==> src/rtl/y_pkg.sv <==
// Shared constants and the FSM state type for the Y update write path.
//   Y_ADDR_W    : Y SRAM row address width (2048 rows)
//   Y_DATA_W    : row width, Y_LANES x Y_LANE_W
//   Y_IDLE_ADDR : address parked on every address output when not accessing
//   Y_LANE_MAX/Y_LANE_MIN : signed lane limits used by the saturating add
package y_pkg;

    localparam int Y_ADDR_W = 11;
    localparam int Y_LANES  = 16;
    localparam int Y_LANE_W = 16;
    localparam int Y_DATA_W = Y_LANES * Y_LANE_W;

    localparam logic [Y_ADDR_W-1:0] Y_IDLE_ADDR = 11'h7ff;

    localparam logic [Y_LANE_W-1:0] Y_LANE_MAX = {1'b0, {(Y_LANE_W-1){1'b1}}};
    localparam logic [Y_LANE_W-1:0] Y_LANE_MIN = {1'b1, {(Y_LANE_W-1){1'b0}}};

    typedef enum logic [1:0] {
        IDLE    = 2'd0,
        ISSUE   = 2'd1,
        CAPTURE = 2'd2,
        WRITE   = 2'd3
    } y_upd_state_t;

endpackage

==> src/rtl/y_lane_adder.sv <==
// Combinational lane-wise adder: sum lane i = rowData lane i + delta lane i.
// Lanes are two's complement Y_LANE_W bits.
// Build option: define Y_UPDATE_SAT_EN to saturate each lane to the signed
// range instead of wrapping modulo 2^Y_LANE_W.
//   rowData : current Y row (Y_DATA_W)
//   delta   : update delta (Y_DATA_W)
//   sum     : lane-wise result (Y_DATA_W)
module y_lane_adder
    import y_pkg::*;
(
    input  logic [Y_DATA_W-1:0] rowData,
    input  logic [Y_DATA_W-1:0] delta,
    output logic [Y_DATA_W-1:0] sum
);

    for (genvar i = 0; i < Y_LANES; i++) begin : gLane
        logic [Y_LANE_W-1:0] a;
        logic [Y_LANE_W-1:0] b;

        assign a = rowData[i*Y_LANE_W +: Y_LANE_W];
        assign b = delta[i*Y_LANE_W +: Y_LANE_W];

`ifdef Y_UPDATE_SAT_EN
        // Sign-extended sum; the two top bits differ exactly on overflow and
        // the extra top bit gives the true sign of the result.
        logic [Y_LANE_W:0] ext;
        assign ext = {a[Y_LANE_W-1], a} + {b[Y_LANE_W-1], b};
        assign sum[i*Y_LANE_W +: Y_LANE_W] =
            (ext[Y_LANE_W] != ext[Y_LANE_W-1]) ?
                (ext[Y_LANE_W] ? Y_LANE_MIN : Y_LANE_MAX) :
                ext[Y_LANE_W-1:0];
`else
        assign sum[i*Y_LANE_W +: Y_LANE_W] = a + b;
`endif
    end

endmodule

==> src/rtl/y_update_engine.sv <==
// Y update engine: read-modify-write of one Y SRAM row per accepted update
// (row += delta, lane-wise), driving the arbiter's write-path port group.
// Build option Y_UPDATE_SAT_EN (saturating lanes) lives in y_lane_adder.
// Ports:
//   clk, reset          : rising-edge clock, synchronous active-low reset
//   in_enable           : write-path grant from the arbiter
//   in_updValid/op_updReady, in_updAddr, in_updData, in_updLast : update stream
//   in_readData1        : SRAM read port 1 data, one cycle after address
//   op_readAddr1/2      : read addresses (port 2 parked at Y_IDLE_ADDR)
//   op_we, op_writeAddr, op_writeData : SRAM write port
//   op_busy             : not IDLE
//   op_done             : pulse after the write of a last-flagged update
//   op_abort            : pulse when an in-flight update is dropped on grant loss
// All outputs are registered.
//
// state   | meaning
// --------+-------------------------------------------------------------
// IDLE    | waiting for an update; ready follows the grant
// ISSUE   | read address on op_readAddr1, SRAM samples it this cycle
// CAPTURE | read data valid, lane sum registered into op_writeData
// WRITE   | op_we high for one cycle with the summed row
module y_update_engine
    import y_pkg::*;
(
    input  logic                clk,
    input  logic                reset,
    input  logic                in_enable,
    input  logic                in_updValid,
    output logic                op_updReady,
    input  logic [Y_ADDR_W-1:0] in_updAddr,
    input  logic [Y_DATA_W-1:0] in_updData,
    input  logic                in_updLast,
    input  logic [Y_DATA_W-1:0] in_readData1,
    output logic [Y_ADDR_W-1:0] op_readAddr1,
    output logic [Y_ADDR_W-1:0] op_readAddr2,
    output logic                op_we,
    output logic [Y_ADDR_W-1:0] op_writeAddr,
    output logic [Y_DATA_W-1:0] op_writeData,
    output logic                op_busy,
    output logic                op_done,
    output logic                op_abort
);

    y_upd_state_t        state, stateNext;
    logic [Y_ADDR_W-1:0] addrQ, addrNext;
    logic [Y_DATA_W-1:0] deltaQ, deltaNext;
    logic                lastQ, lastNext;

    logic [Y_ADDR_W-1:0] readAddr1Next;
    logic                weNext;
    logic [Y_ADDR_W-1:0] writeAddrNext;
    logic [Y_DATA_W-1:0] writeDataNext;
    logic                readyNext;
    logic                busyNext;
    logic                doneNext;
    logic                abortNext;

    logic [Y_DATA_W-1:0] laneSum;

    y_lane_adder uAdder (
        .rowData (in_readData1),
        .delta   (deltaQ),
        .sum     (laneSum)
    );

    always_comb begin
        stateNext     = state;
        addrNext      = addrQ;
        deltaNext     = deltaQ;
        lastNext      = lastQ;
        readAddr1Next = op_readAddr1;
        weNext        = 1'b0;
        writeAddrNext = Y_IDLE_ADDR;
        writeDataNext = '0;
        doneNext      = 1'b0;
        abortNext     = 1'b0;

        case (state)
            IDLE: begin
                // Ready is registered, so an offer seen with ready high is
                // accepted even if the grant drops in this same cycle; the
                // grant check in ISSUE then aborts it.
                if (in_updValid && op_updReady) begin
                    addrNext      = in_updAddr;
                    deltaNext     = in_updData;
                    lastNext      = in_updLast;
                    readAddr1Next = in_updAddr;
                    stateNext     = ISSUE;
                end
            end
            ISSUE: begin
                if (!in_enable) begin
                    abortNext     = 1'b1;
                    readAddr1Next = Y_IDLE_ADDR;
                    stateNext     = IDLE;
                end else begin
                    stateNext = CAPTURE;
                end
            end
            CAPTURE: begin
                readAddr1Next = Y_IDLE_ADDR;
                if (!in_enable) begin
                    abortNext = 1'b1;
                    stateNext = IDLE;
                end else begin
                    weNext        = 1'b1;
                    writeAddrNext = addrQ;
                    writeDataNext = laneSum;
                    stateNext     = WRITE;
                end
            end
            WRITE: begin
                stateNext = IDLE;
                if (!in_enable) begin
                    abortNext = 1'b1;
                end else begin
                    doneNext = lastQ;
                end
            end
            default: begin
                readAddr1Next = Y_IDLE_ADDR;
                stateNext     = IDLE;
            end
        endcase

        readyNext = in_enable && (stateNext == IDLE);
        busyNext  = (stateNext != IDLE);
    end

    always_ff @(posedge clk) begin
        if (!reset) begin
            state        <= IDLE;
            addrQ        <= '0;
            deltaQ       <= '0;
            lastQ        <= 1'b0;
            op_readAddr1 <= Y_IDLE_ADDR;
            op_readAddr2 <= Y_IDLE_ADDR;
            op_we        <= 1'b0;
            op_writeAddr <= Y_IDLE_ADDR;
            op_writeData <= '0;
            op_updReady  <= 1'b0;
            op_busy      <= 1'b0;
            op_done      <= 1'b0;
            op_abort     <= 1'b0;
        end else begin
            state        <= stateNext;
            addrQ        <= addrNext;
            deltaQ       <= deltaNext;
            lastQ        <= lastNext;
            op_readAddr1 <= readAddr1Next;
            op_readAddr2 <= Y_IDLE_ADDR;
            op_we        <= weNext;
            op_writeAddr <= writeAddrNext;
            op_writeData <= writeDataNext;
            op_updReady  <= readyNext;
            op_busy      <= busyNext;
            op_done      <= doneNext;
            op_abort     <= abortNext;
        end
    end

endmodule

==> config.mk <==
export PLATFORM = sky130hd
export DESIGN_NAME = y_update_engine
export DESIGN_NICKNAME = d
export VERILOG_FILES = /design/src/rtl/y_pkg.sv /design/src/rtl/y_lane_adder.sv /design/src/rtl/y_update_engine.sv
export SDC_FILE = /design/constraint.sdc
export NUM_CORES = 1
export LEC_CHECK = 0
export ABC_AREA = 1
export CORE_AREA = 2 2 316 318
export DETAILED_ROUTE_END_ITERATION = 16
export DIE_AREA = 0 0 318 320
export SETUP_SLACK_MARGIN = 0.05
export SYNTH_ARGS = -nofsm -noshare
export SYNTH_HDL_FRONTEND = slang
export SYNTH_SLANG_ARGS = --single-unit
==> constraint.sdc <==
create_clock -name clk -period 3.2 [get_ports clk]
set_input_delay 0.96 -clock clk [delete_from_list [all_inputs] [get_ports clk]]
set_output_delay 0.96 -clock clk [all_outputs]
set_load 0.02 [all_outputs]
-- Word-level counts from Yosys, hierarchy flattened
Cells that the tools add are included.
- register bits after elaboration: 553
- logic and storage cells: 55
- input port bits: 528
- add/subtract/negate cells: 16
- equal/unequal tests: 5
- multiplexer cells: 9
- reductions and logical operators: 13
- operators with widths (cell ; number):
    16-bit adder ; 16
    11-bit case mux with 3 select lines ; 1
    11-bit two-way mux ; 2
    3-bit AND reduction ; 3
    2-bit case mux with 4 select lines ; 1
    2-bit two-way mux ; 3
    2-bit AND reduction ; 3
    2-bit equality test, second input constant ; 2
    2-bit logical NOT ; 2
    2-bit inequality test, second input constant ; 2
    3-bit nonzero test ; 1
    3-bit OR reduction ; 1
    2-bit by 1-bit equality test with 1-bit output, second input constant ; 1
    1-bit logical AND ; 2
    1-bit two-way mux ; 2
    2-bit nonzero test ; 1

-- Longest topological paths before layout
Gate-level depths: netlist of run 1.
- depth in word-level cells: 5
- depth in mapped cells: 11
- gate-level depth less buffers: 11

-- Hierarchy
Synthesis of run 1 repeated with hierarchy kept, for this count alone.
- cell total of the unflattened synthesis: 4902
- area total of the unflattened synthesis: 32208.4 um2
- modules (own cells, without submodules) (module ; instances ; area an instance (um2) ; cells each):
    y_update_engine ; 1 ; 17534.3 ; 2097
    y_lane_adder ; 1 ; 14674.1 ; 2805

-- Worst setup path before layout of run 1
OpenSTA, ideal clock, no wires.
- kind: input port to flip-flop
- start: in in_readData1[48]
- end: reg op_writeData[62]
- path buffers: 0
- stages: 10
- slack: 996 ps
- data arrival time: 2089 ps
- cells stage by stage: ha_1 fa_1 nand2_1 nand2_1 nand3b_1 nand2_1 nand2_1 nand3_1 nand2_1 nor2_1
- word-level cells in the longest chain between the ends: 1
- RTL lines (what ; RTL line ; RTL):
    start: declaration ; y_update_engine.sv:33 ; input logic [Y_DATA_W-1:0] in_readData1,
    16-bit adder ; y_lane_adder.sv:33 ; assign sum[i*Y_LANE_W +: Y_LANE_W] = a + b;
    end signal: assignment ; y_update_engine.sv:154 ; op_writeData <= writeDataNext;
    end: declaration ; y_update_engine.sv:38 ; output logic [Y_DATA_W-1:0] op_writeData,
Every way passes these cells.
A chain may end at the register's enable or synchronous reset.

-- Worst setup path in the final report of run 1
- start: reg op_writeData[149]
- end: out op_writeData[149]
No word-level cell between the ends.

==> qor.csv, run 1 <==
stage,metric,value,unit
clock_tree,insertion_delay,630,ps
global_route,grt.overflow.total,0,
setup_path,startpoint_type,flop,
synth,yosysWarnings,0,
finish,postLayoutCellArea,42380,um^2
synth,synth_common_cells,"1470 x nand2_1, 581 x inv_1, 553 x dfxtp_1",
global_route,grt_antenna_before_repair,17,
global_route,grt_pass1_vias,30060,
synth,yosysSeqAreaShare,36.40,%
finish,nets,6166,
sta,setup_viol,0,
clock_tree,cts_root_buf,clkbuf_16,
die,design.die.area,101800,um^2
sta,tightestPinTransition,752.5,ps
global_route,grt_max_degree,110,
clock_tree,cts.sinks,553,
setup_path,path_depth,1,
sta,fmax,0.3462,GHz
power_and_ir_drop,p_per_area,543.5,nW/um^2
hold_path,hp-class,flop to flop,
die,die_w,318,um
setup_path,crit_chain,clkdlybuf4s50_1,
synth,yosysTopAreaCellShare,36.40,%
setup_path,worst-path-max-fanout,1,
sta,fin_crit_sh,90.28,%
setup_path,cp.required,2240,ps
die,design.core.area,97990,um^2
sta,hold_viol,0,
synth,postSynthAreaPerCell,6.639,um^2
synth,synth_area,30420,um^2
synth,synth.area.top_cells,"dfxtp_1 36%, nand2_1 18%, ha_1 10%",
global_route,grt_first_pass_wirelength,173.8,mm
route,first_iter_violations,2021,
power_and_ir_drop,p_leak,0.01932,uW
power_and_ir_drop,ir_drop,0.7514,mV
clock_tree,clock_path_buffers,3,
setup_path,critPathMaxStageDelay,780,ps
setup_path,critPathSlowestCell,clkdlybuf4s50_1,
sta,whs,425.3,ps
synth,yosysMostFrequentCell,nand2_1,
route,vias,31340,
route,drtPass1Iterations,6,
synth,ys_dominant_reg_cell,dfxtp_1,
synth,synthCells,4581,
placement,dp_hpwl,91.90,mm
sta,fin_setup_tns,0,ps
synth,yosysTopAreaCell,dfxtp_1,
global_route,grtUsageTotal,21.98,%
hold_path,whs_path_depth,2,
clock_tree,htreeDepth,3,
sta,slew_violations,0,
synth,async_flop_share,0,%
route,wl,115.8,mm
clock_tree,cts.repair.resized,0,
setup_path,criticalPathCategory,flop to primary output,
synth,synth_edf_count,0,
finish,area_growth,39.33,%
finish,final_util,43.25,%
die,initial_core_util,31.04,%
die,ios,822,
sta,finClkSkew,22.41,ps
sta,finalCriticalPeriod,2889,ps
setup_path,cp_data_arrival_time,1930,ps
placement,gp_congestion,0.9211,
setup_path,path_buf_inv,1,
route,viasPerCell,4.664,
placement,placed_area,40150,um^2
clock_tree,cts_tree,done,
clock_tree,cts_buffers,68,
synth,ys_seq_elements,553,
setup_path,critPathCaptureType,primary output,
setup_path,rr_worst_depth,8,
placement,io_buffers,810,
sta,grt_setup_unrepaired,no,
outcome,outcome,"complete, no violations",
setup_path,cp_top_family,buffers and inverters,
sta,slew_headroom,49.68,%
route,drc_errors,0,
route,drtAntennaViolNets,0,
synth,ys_types,29,
clock_tree,clk_pin_slew_worst_paths,60,ps
flow_run,maxCapViolCount,0,
die,die_h,320,um
power_and_ir_drop,power,23030,uW
clock_tree,cts_hold_buf,0,
die,rows,115,
setup_path,rrSetupSlack,1270,ps
finish,final_layout_size_suffix_gt1_share,3.354,%
route,wire_per_inst,17.24,um
clock_tree,cts_setup_buffers,0,
==> kinds of logic (layout without fill, tap and decap cells) <==
logic type                 Yosys count  count (layout)  share of synthesized area (%)
adders and majority gates          260             260                          11.09
other                                1              17                        0.01233
xor gates and xnor gates            17              17                         0.4896
buffers and inverters              744            1580                          9.914
and+or+nand+nor                   2337            2337                          31.03
AOI/OAI and AO/OA                  669             669                          11.07
DFF                                553             553                          36.40
==> state kept, by name, summed over array words and instances (netlist names) <==
signal and flops:
addrQ 11, op_readAddr1 11, op_writeAddr 11, op_busy 1, deltaQ 256, state 2
op_updReady 1, op_abort 1, op_we 1, op_writeData 256, op_done 1, lastQ 1
==> cell usage in the layout (no fill, tap or decap), drive strengths merged, types with 5 or more instances in the layout <==
master / count
clkdlybuf4s50: 810
xor2: 15
conb: 11
nor2: 405
nand2: 1470
buf: 67
o21ai: 114
nand3: 377
clkinv: 15
inv: 590
diode: 6
ha: 244
nor3b: 15
and2: 5
a21oi: 547
fa: 16
dfxtp: 553
nor3: 49
nand3b: 14
clkbuf: 92
==> worst paths after layout <==
check,startpoint,end
worst max-delay path,op_writeData[149],op_writeData[149]
worst min-delay path,addrQ[3],op_writeAddr[3]
worst max register to register,state[0],op_writeData[201]
worst min register to register,addrQ[3],op_writeAddr[3]
==> power breakdown <==
| group | leakage, uW | total (uW) | internal [uW] | switching, uW |
|---|---|---|---|---|
| Clock | 0.00109 | 7740 | 4540 | 3200 |
| Combinational | 0.0138 | 7370 | 2770 | 4610 |
| Sequential | 0.00447 | 7920 | 7550 | 372 |
==> layer usage <==
metal	track usage (%)	wire length, um
met3	5.838	8672
met4	7.016	2958
met2	38.38	55580
met1	26.11	48510
met5	0	115
==> final cells by class <==
class	instances	area, um^2
antenna	6	15.01
clock buffer	92	1954
sequential	553	11070
timing repair buffer	877	8861
clock inverter	27	259.0
tap	1287	1610
inverter	584	2212
fill	9992	55610
multi-input combinational	3294	16390
==> through the flow <==
stage	instances	worst slack [ps]
3_3_place_gp	6595	204.4
3_5_place_dp	6595	214.5
4_1_cts	6714	234.5
2_1_floorplan	4591	996.1
5_1_grt	6720	270.3
6_report	6720	311.1
Note: power is estimated with default switching activity, not from simulation.
==> run 2: changes to the inputs <==
SLEW_MARGIN = 0   (was not set)
==> results of run 2 <==
Final layout, timing and power as in run 1 (identical DEF).
